### src/rtl/uart_rx_os.sv
// uart_rx_os: 16x-oversampling UART receiver (8N1) with a one-byte holding register.
// Define UART_PARITY_EN to receive an even-parity bit between data and stop.
module uart_rx_os #(
  parameter int CLK_FREQ   = 50_000_000,
  parameter int BAUD       = 115200,
  parameter int OVERSAMPLE = 16
) (
  input  logic       clk,
  input  logic       rst,
  input  logic       rxd,
  output logic [7:0] rx_data,
  output logic       rx_valid,
  input  logic       rx_ready,
  output logic       frame_err,
  output logic       overrun_err,
  output logic       busy
);

  // state  | meaning
  // IDLE   | line idle, waiting for a synchronised falling edge
  // START  | qualifying the start bit (glitch reject at mid-bit)
  // DATA   | sampling 8 data bits, LSB first
  // PARITY | sampling the even-parity bit (UART_PARITY_EN only)
  // STOP   | sampling the stop bit, load byte or flag framing error
  // BREAK  | stop bit was low, waiting for the line to return high
  localparam logic [2:0] S_IDLE   = 3'd0;
  localparam logic [2:0] S_START  = 3'd1;
  localparam logic [2:0] S_DATA   = 3'd2;
`ifdef UART_PARITY_EN
  localparam logic [2:0] S_PARITY = 3'd3;
`endif
  localparam logic [2:0] S_STOP   = 3'd4;
  localparam logic [2:0] S_BREAK  = 3'd5;

  localparam int DIV   = CLK_FREQ / (BAUD * 16);
  localparam int DIV_W = (DIV > 1) ? $clog2(DIV) : 1;
  localparam logic [DIV_W-1:0] DIV_LAST = DIV_W'(DIV - 1);

  generate
    if (DIV < 1 || OVERSAMPLE != 16) begin : g_bad_param
      $error("uart_rx_os: CLK_FREQ/(BAUD*16) must be >= 1 and OVERSAMPLE must be 16");
    end
  endgenerate

  logic             sync1, sync2, prev;
  logic [1:0]       settle;
  logic             armed;
  logic [2:0]       state;
  logic [DIV_W-1:0] div_cnt;
  logic [3:0]       samp_cnt;
  logic [2:0]       bit_cnt;
  logic [7:0]       shift;
  logic             s7, s8;
  logic             tick, mid, last, fall, maj;
  logic             load_now, ferr_now;

`ifdef UART_PARITY_EN
  logic par_err;
`else
  logic par_err;
  assign par_err = 1'b0;
`endif

  assign tick     = (state != S_IDLE) && (div_cnt == DIV_LAST);
  assign mid      = tick && (samp_cnt == 4'd9);
  assign last     = tick && (samp_cnt == 4'd15);
  // armed blocks a false start edge while the reset-filled synchroniser drains
  assign fall     = armed && prev && !sync2;
  assign maj      = (s7 & s8) | (s7 & sync2) | (s8 & sync2);
  assign load_now = (state == S_STOP) && mid && maj && !par_err;
  assign ferr_now = (state == S_STOP) && mid && (!maj || par_err);
  assign busy     = (state != S_IDLE);

  always_ff @(posedge clk) begin
    if (rst) begin
      sync1    <= 1'b1;
      sync2    <= 1'b1;
      prev     <= 1'b1;
      settle   <= 2'd0;
      armed    <= 1'b0;
      state    <= S_IDLE;
      div_cnt  <= '0;
      samp_cnt <= 4'd0;
      bit_cnt  <= 3'd0;
      shift    <= 8'h00;
      s7       <= 1'b1;
      s8       <= 1'b1;
`ifdef UART_PARITY_EN
      par_err  <= 1'b0;
`endif
    end else begin
      sync1 <= rxd;
      sync2 <= sync1;
      prev  <= sync2;
      if (settle != 2'd3) settle <= settle + 2'd1;
      if (settle == 2'd3 && sync2) armed <= 1'b1;

      if (tick && samp_cnt == 4'd7) s7 <= sync2;
      if (tick && samp_cnt == 4'd8) s8 <= sync2;

      if (state == S_IDLE || tick) div_cnt <= '0;
      else                         div_cnt <= div_cnt + 1'b1;

      if (state == S_IDLE) samp_cnt <= 4'd0;
      else if (tick)       samp_cnt <= samp_cnt + 4'd1;

      case (state)
        S_IDLE: begin
          if (fall) begin
            state   <= S_START;
            bit_cnt <= 3'd0;
`ifdef UART_PARITY_EN
            par_err <= 1'b0;
`endif
          end
        end
        S_START: begin
          if (mid && maj) state <= S_IDLE;
          else if (last)  state <= S_DATA;
        end
        S_DATA: begin
          if (mid) shift <= {maj, shift[7:1]};
          if (last) begin
            bit_cnt <= bit_cnt + 3'd1;
`ifdef UART_PARITY_EN
            if (bit_cnt == 3'd7) state <= S_PARITY;
`else
            if (bit_cnt == 3'd7) state <= S_STOP;
`endif
          end
        end
`ifdef UART_PARITY_EN
        S_PARITY: begin
          if (mid)  par_err <= (^shift) ^ maj;
          if (last) state <= S_STOP;
        end
`endif
        S_STOP: begin
          // return at mid-stop so a back-to-back start edge is not missed
          if (mid) state <= maj ? S_IDLE : S_BREAK;
        end
        S_BREAK: begin
          if (sync2) state <= S_IDLE;
        end
        default: state <= S_IDLE;
      endcase
    end
  end

  always_ff @(posedge clk) begin
    if (rst) begin
      rx_data     <= 8'h00;
      rx_valid    <= 1'b0;
      frame_err   <= 1'b0;
      overrun_err <= 1'b0;
    end else begin
      frame_err   <= ferr_now;
      overrun_err <= load_now && rx_valid && !rx_ready;
      if (load_now) begin
        rx_data  <= shift;
        rx_valid <= 1'b1;
      end else if (rx_valid && rx_ready) begin
        rx_valid <= 1'b0;
      end
    end
  end

endmodule

### config.mk
export PLATFORM = sky130hd
export DESIGN_NAME = uart_rx_os
export DESIGN_NICKNAME = d
export VERILOG_FILES = /design/src/rtl/uart_rx_os.sv
export SDC_FILE = /design/constraint.sdc
export NUM_CORES = 1
export LEC_CHECK = 0
export ABC_AREA = 1
export CORE_ASPECT_RATIO = 1.5
export CORE_MARGIN = 2
export CORE_UTILIZATION = 35
export DETAILED_ROUTE_END_ITERATION = 6
export GPL_TIMING_DRIVEN = 0
export HOLD_SLACK_MARGIN = 0.08
export PLACE_DENSITY = 0.59
export RECOVER_POWER = 50
export SLEW_MARGIN = 40
export SYNTH_ARGS = -nofsm -noshare
export SYNTH_HDL_FRONTEND = slang
export SYNTH_SLANG_ARGS = --single-unit
### constraint.sdc
create_clock -name clk -period 1.5 [get_ports clk]
set_input_delay 0.3 -clock clk [delete_from_list [all_inputs] [get_ports clk]]
set_output_delay 0.3 -clock clk [all_outputs]
set_load 0.02 [all_outputs]
## Word level (Yosys, flattened, before mapping)

Cells that the tools add are included.

| storage, ports and cells | value |
|---|---|
| flip-flop bits (word level) | 42 |

| cells by class | value |
|---|---|
| $add $sub $neg | 4 |
| equality and inequality tests | 18 |
| reduce and logical (&&, ||, !) cells | 28 |
| bitwise operators | 5 |
| muxes and demuxes | 14 |

Operators with widths:

| kind | count |
|---|---|
| $mux W3 | 10 |
| $logic_and A1 B1 Y1 | 15 |
| $pmux W3 S5 | 1 |
| $eq A4 B4 Y1 const B | 3 |
| $ne A2 B2 Y1 const B | 6 |
| $eq A3 B3 Y1 const B | 3 |
| $pmux W3 S2 | 1 |
| $reduce_and A6 Y1 | 1 |
| $add A5 B1 Y5 const B | 1 |
| $eq A5 B5 Y1 const B | 1 |
| $add A4 B1 Y4 const B | 1 |
| $eq A4 B3 Y1 const B | 1 |
| $reduce_bool A2 Y1 | 2 |
| $reduce_or A2 Y1 | 2 |
| $add A3 B1 Y3 const B | 1 |
| $and A1 B1 Y1 | 3 |
| $eq A3 B1 Y1 const B | 1 |
| $eq A3 B2 Y1 const B | 1 |
| $logic_not A1 Y1 | 3 |
| $logic_not A3 Y1 | 1 |
| $ne A3 B3 Y1 const B | 1 |
| $reduce_and A3 Y1 | 1 |
| $reduce_bool A3 Y1 | 1 |
| $add A2 B1 Y2 const B | 1 |
| 5 further kinds | 7 |

## Logic depth before layout (Yosys ltp)

Gate-level depths: netlist (run 1).

| depth | value |
|---|---|
| depth in word-level cells | 7 |
| gate-level depth with buffers | 11 |

## Least setup slack after synthesis (run 1)

No wires, ideal clock.

| timing path | value |
|---|---|
| path kind | flip-flop to flip-flop |
| from | register div_cnt[0] |
| to | register state[2] |
| stages on the path, launching flop included | 12 |
| clock period less this slack | 1.408 ns |
| data arrival time | 1.295 ns |
| slack | 0.092 ns |
| buffers on the path | 0 |
| cell sequence | dfxtp_1 inv_1 ha_1 nand2_1 nor2_8 nand3_2 nand2_1 inv_1 nor2_2 nand3_1 nand2_1 nor2_1 |

| on the way | value |
|---|---|
| word-level cells in the longest chain between the ends | 6 |
| elaborated cells between the ends (all ways) | 11 |

RTL lines:

| what | line | RTL |
|---|---|---|
| start: declaration | 49 | `logic [DIV_W-1:0] div_cnt;` |
| start signal: assignment | 102 | `else div_cnt <= div_cnt + 1'b1;` |
| $eq A5 B5 Y1 (*) | 64 | `assign tick = (state != S_IDLE) && (div_cnt == DIV_LAST);` |
| $logic_and A1 B1 Y1 (*) | 64 |  |
| $logic_and A1 B1 Y1 | 65 | `assign mid = tick && (samp_cnt == 4'd9);` |
| $logic_and A1 B1 Y1 | 118 | `if (mid && maj) state <= S_IDLE;` |
| $ne A3 B3 Y1 (no source line) / $mux W3 (equally long branches) | -- |  |
| $reduce_and A6 Y1 (no source line) / $pmux W3 S5 (equally long branches) | -- |  |
| end signal: assignment | 140 | `if (mid) state <= maj ? S_IDLE : S_BREAK;` |
| end: declaration | 48 | `logic [2:0] state;` |

Mark *: on every way between the ends. The rest lies on a longest branch, timed or not.
A chain may end at the register's enable or synchronous reset.

## Worst setup path after layout (run 1)

Same ends and word-level chain as after synthesis.

==> results of run 1 <==
## Yosys cell counts (all sizes together)
library cell,number,area share [%]
ha,8,5.4
nand3b,1,0.40
dfxtp,42,45
o21ai,24,6.4
or2,2,0.67
nor4,1,0.34
nor3b,2,0.80
nor2,47,11
nand2,31,7.3
nand3,11,4.2
clkbuf,3,0.60
a21oi,20,6.0
inv,34,6.8
nand4,1,1.1
nor3,4,1.6
buf,1,0.60
xor2,3,1.4
## logic make-up after synthesis
group,share of synthesized area [%]
adder cells (fa/ha/maj),5.37
AND/OR/NAND/NOR,27.7
flip-flops,45.1
XOR/XNOR,1.41
AO/OA/AOI/OAI,12.4
buffers and inverters,8.05
## final timing paths
check / endpoint / slack (ps) / depth (start not counted)
worst min register to register: sync2$_SDFF_PP1_ / 410 / 1
worst min-delay path: sync2$_SDFF_PP1_ / 410 / 1
worst max register to register: state[2]$_SDFFE_PP0P_ / 20 / 11
worst max-delay path: state[2]$_SDFFE_PP0P_ / 20 / 11
## area by class of cell
cell class	instances	area [µm²]	area share, %
Multi-Input combinational cell	155	983	41.8
Inverter	34	130	5.53
Buffer	4	27.5	1.17
Clock inverter	2	37.5	1.59
Timing Repair Buffer	17	168	7.12
Clock buffer	6	72.6	3.08
Sequential cell	42	851	36.1
Tap cell	68	85.1	3.61
## layout by cell type, fill, tap and decap left out, types with 3 or more instances in the layout
cell type       n
o21ai_1         5
clkbuf_8        5
dlygate4sd2_1  11
nand2_2         4
a21oi_2         3
nand2_1        23
nand3_2         3
inv_1          28
nor2_1         36
o21ai_0        18
inv_2           5
a21oi_1        16
nor2_2          4
nand3_1         6
dfxtp_2         8
nand2_4         4
clkbuf_1        3
ha_1            7
xor2_1          3
nor2_4          6
dfxtp_1        34
## state kept, by name, summed over array words and instances, names as in the netlist, 2 cells and up
| signal | count |
|---|---|
| rx_data | 8 |
| shift | 8 |
| div_cnt | 5 |
| samp_cnt | 4 |
| bit_cnt | 3 |
| state | 3 |
| settle | 2 |
## critical path: cells and delay by family (launching register included)
| kind | cells | cell delay, ps |
|---|---|---|
| fa+ha+maj | 1 | 130 |
| flops | 1 | 340 |
| simple gates | 9 | 850 |
| buf+inv | 1 | 60 |
## routing by layer
layer | vias to the layer above | routed length [µm] | GRT usage [%]
li1 | 790 | - | -
met1 | 656 | 1450 | 13.8
met2 | 20 | 1900 | 23.9
met3 | 4 | 102 | 2.53
met4 | 0 | 48 | 6.52
met5 | - | 0 | 0
## through the flow
step / std cells / cell area, µm²
floorplan: 235 / 1870
global route: 328 / 2350
detailed placement: 318 / 2100
CTS: 326 / 2220
finish: 328 / 2350
global placement: 318 / 2100
## power by group
group / internal [mW] / leakage [nW] / switching, mW
Combinational: 0.311 / 0.644 / 0.626
Sequential: 1.20 / 0.343 / 0.0859
Clock: 0.497 / 0.0514 / 0.382
Total: 2.01 / 1.04 / 1.09
## timing repair
action | in CTS | in global routing
setup buffers | 0 | 1
hold buffers | 0 | 0
pin swaps | 2 | 13
cloned | 0 | 1
gates resized for setup | 21 | 39
setup endpoints to repair | 28 | 26
==> metrics.txt, run 1 <==
outcome finished clean; RSZ-0062 raised after global routing true; Seq cells post-synth 42; Die H 93.4 µm; Syn Nets 247; worst path required time 1680 ps; crit-path cells inv_2, ha_4, nand2_4, nor2_8, nand3_4, nand2_2, nand2_2, nor2_4, nand3_2, nand2_1, nor2_1; layout cells sized above 1 23.5%; clk slew on worst S/H paths 80 ps; total number of vias 1470; setup TNS 0 ps; initial antenna violation count 0; clock sink total 42; setup violators final 0; final WL 3490 µm; Max Fclk 675 MHz; Hold Vio Cnt, Final 0; Slowest-stage cell, CP dfxtp_2; fin util 45.9%; sequential share of the synthesized area 45.1%; Avg WL per Cell 10.7 µm; PnR Total Power 3.10 mW; number of detailed-route iterations in the first pass 4; Worst slew margin 66.9%; nets 271; antenna-violating nets left 0; hold crit path type reg -> reg; Die ar. 5940 µm²; setup ws final 17.6 ps; CP endpoint kind register; CTS Buffer Depth 2; minimum clock period 1480 ps; kind of critical path reg -> reg; Area growth syn-to-layout 26.2%; number of I/O pins 16; Skew-Pair Late Insertion Delay 290 ps; vias in the first global route 1417; DP Worst Slack -191 ps; post-synth cell types 28; Die Wd 63.6 µm; Cell Area, Synth 1870 µm²; crit path from div_cnt[0]$_SDFF_PP0_; startpoint types register; H-tree levels 2; dpl hpwl 2480 µm; final hold slack 410 ps; Arr. time, crit path 1670 ps; worst r2r src div_cnt[0]$_SDFF_PP0_; number of max-cap violations 0; Crit path top cell by count nand2_2; largest net degree at the start of global routing 14; TritonCTS Buffers 5; leak pwr 1.04 nW; Diodes inserted 0; CTS tree done; Tot GR Track Use 13.0%; Syn. warnings 0; number of buffers inserted by port buffering 15; CP peak stage delay 340 ps; Starting Density 36.4%; hold_sp sync1$_SDFF_PP1_; worst-margin pin slew 497 ps; Max Slew Vio Count 0; num rows 32; post-synthesis cell count 235; root buf cell clkbuf_8; Via density 4.48; Tcrit/Tclk final 98.8%; detailed-route DRC error count 0; skew final 6.63 ps; first-pass GRT wire length 6060 µm; Synth Area per Inst 7.94 µm²; GP Congestion 0.841; Power per Cell Area 1320 nW/µm²; Initial DRC Count 57; CP Max Fanout 5; core area 5120 µm²; Fillers 564; VDD IR max 0.496 mV; GRT overflow 0
Note: power is estimated with default switching activity, not from simulation.
==> run 2, diff against run 1 <==
- PLACE_DENSITY: 0.59 -> 0.57
- clock period: 1.5 -> 1.7 ns (I/O delays scaled with it)
==> metrics.txt, run 2 (same netlist as run 1, synthesis figures left out) <==
outcome finished clean; Post-CTS Hold Fix Bufs 0; GR Layer Usage met3 3.49%; Max Slew Vio Count 0; vias in the first global route 1369; hold crit path type reg -> reg; final WL 3200 µm; TritonCTS Buffers 5; Power per Cell Area 1160 nW/µm²; Regs by FF count rx_data x8, shift x8, div_cnt x5; CP peak stage delay 670 ps; antenna-violating nets left 0; crit-path cells dlygate4sd3_1; Area growth syn-to-layout 20.1%; Buf+Inv Stages, Crit Path 1; WP depth 1; first-pass GRT wire length 5860 µm; Via density 4.46; Slowest-stage cell, CP dlygate4sd3_1; CTS Buffer Depth 2; VDD IR max 0.621 mV; most frequent cells in the layout 42 x dfxtp_1, 40 x nor2_1, 32 x inv_1; Starting Density 36.4%; minimum clock period 1620 ps; Skew-Pair Late Insertion Delay 290 ps; Tot GR Track Use 12.7%; PnR Total Power 2.59 mW; GRT met2 Usage 22.9%; leak pwr 0.950 nW; number of max-cap violations 0; initial antenna violation count 0; Hold Vio Cnt, Final 0; number of I/O pins 16; RSZ-0062 raised after global routing false; Avg WL per Cell 9.74 µm; Tcrit/Tclk final 95.3%; setup violators final 0; layout cells sized above 1 13.4%; Register Area 841 µm²; GRT overflow 0; Worst slew margin 71.3%; clock sink total 42; Die Wd 63.6 µm; crit path from rx_data[1]$_SDFFE_PP0P_; number of detailed-route iterations in the first pass 4; Diodes inserted 0; most common cell after layout, fill and taps aside dfxtp_1; hold_sp sync1$_SDFF_PP1_; worst-margin pin slew 431 ps; skew final 6.18 ps; kind of critical path reg -> out; CP Max Fanout 2; Arr. time, crit path 1280 ps; busiest grt layer met2; CTS tree done; largest net degree at the start of global routing 15; Fillers 574; worst r2r src div_cnt[0]$_SDFF_PP0_; total number of vias 1468; number of buffers inserted by port buffering 15; GR Util met1 13.2%; multi-input logic area 882 µm²; Initial DRC Count 35; nets 272; root buf cell clkbuf_8; Hold Path Depth 1; startpoint types register; CP endpoint kind primary output; clk slew on worst S/H paths 80 ps; Max Fclk 617 MHz; Worst R2R Path Depth 11; GP Congestion 0.887; Die H 93.4 µm; setup TNS 0 ps; worst path required time 1360 ps; Die ar. 5940 µm²; dpl hpwl 2500 µm; detailed-route DRC error count 0; core area 5120 µm²; CP top delay family buffers and inverters; num rows 32; H-tree levels 2
run 2: cell type report:
type | instances | area share, %
clock inverter | 3 | 2.01
buffer | 4 | 1.01
tap | 68 | 3.80
clock buffer | 5 | 3.07
multi-input combinational | 155 | 39.4
sequential | 42 | 37.5
inverter | 34 | 5.70
timing repair buffer | 18 | 7.49
run 2: final timing paths:
kind,end,slack [ps]
setup / recovery,rx_data[1],80
hold / removal,sync2$_SDFF_PP1_,410
setup reg to reg,state[0]$_SDFFE_PP0P_,180
hold reg to reg,sync2$_SDFF_PP1_,410
run 2: power by group:
part	switching (mW)	leakage, nW	internal (mW)
clock network	0.346	0.0504	0.437
logic	0.469	0.559	0.225
registers	0.0673	0.340	1.05
run 2: stage by stage:
step	std cells	utilization [%]	setup WS, ps	hold slack, ps	instance area (µm²)
after detailed placement	318	41.0	-7.38	393	2100
final	329	43.7	79.6	413	2240
after global placement	318	41.0	2.33	392	2100
after floorplan	235	-	292	389	1870
after CTS	326	43.3	23.9	413	2220
after global routing	329	43.7	9.26	435	2240
run 2: per-layer routing:
metal | vias up | part of all wire [%] | wire, µm
met5 | - | 0 | 0
met4 | 0 | 2.3 | 75
met3 | 6 | 3.5 | 111
met2 | 18 | 53 | 1700
met1 | 648 | 41 | 1310
li1 | 796 | - | -
run 2: repair_timing:
item,in CTS,in global routing
buffers inserted,0,3
gates resized for setup,2,3
pin swaps,0,2
endpoints found under the setup margin,1,11
cloned,0,0
==> run 3, diff against run 2 <==
- SLEW_MARGIN: 40 -> 20
==> results of run 3 <==
Final layout, timing and power as in run 2 (identical DEF).
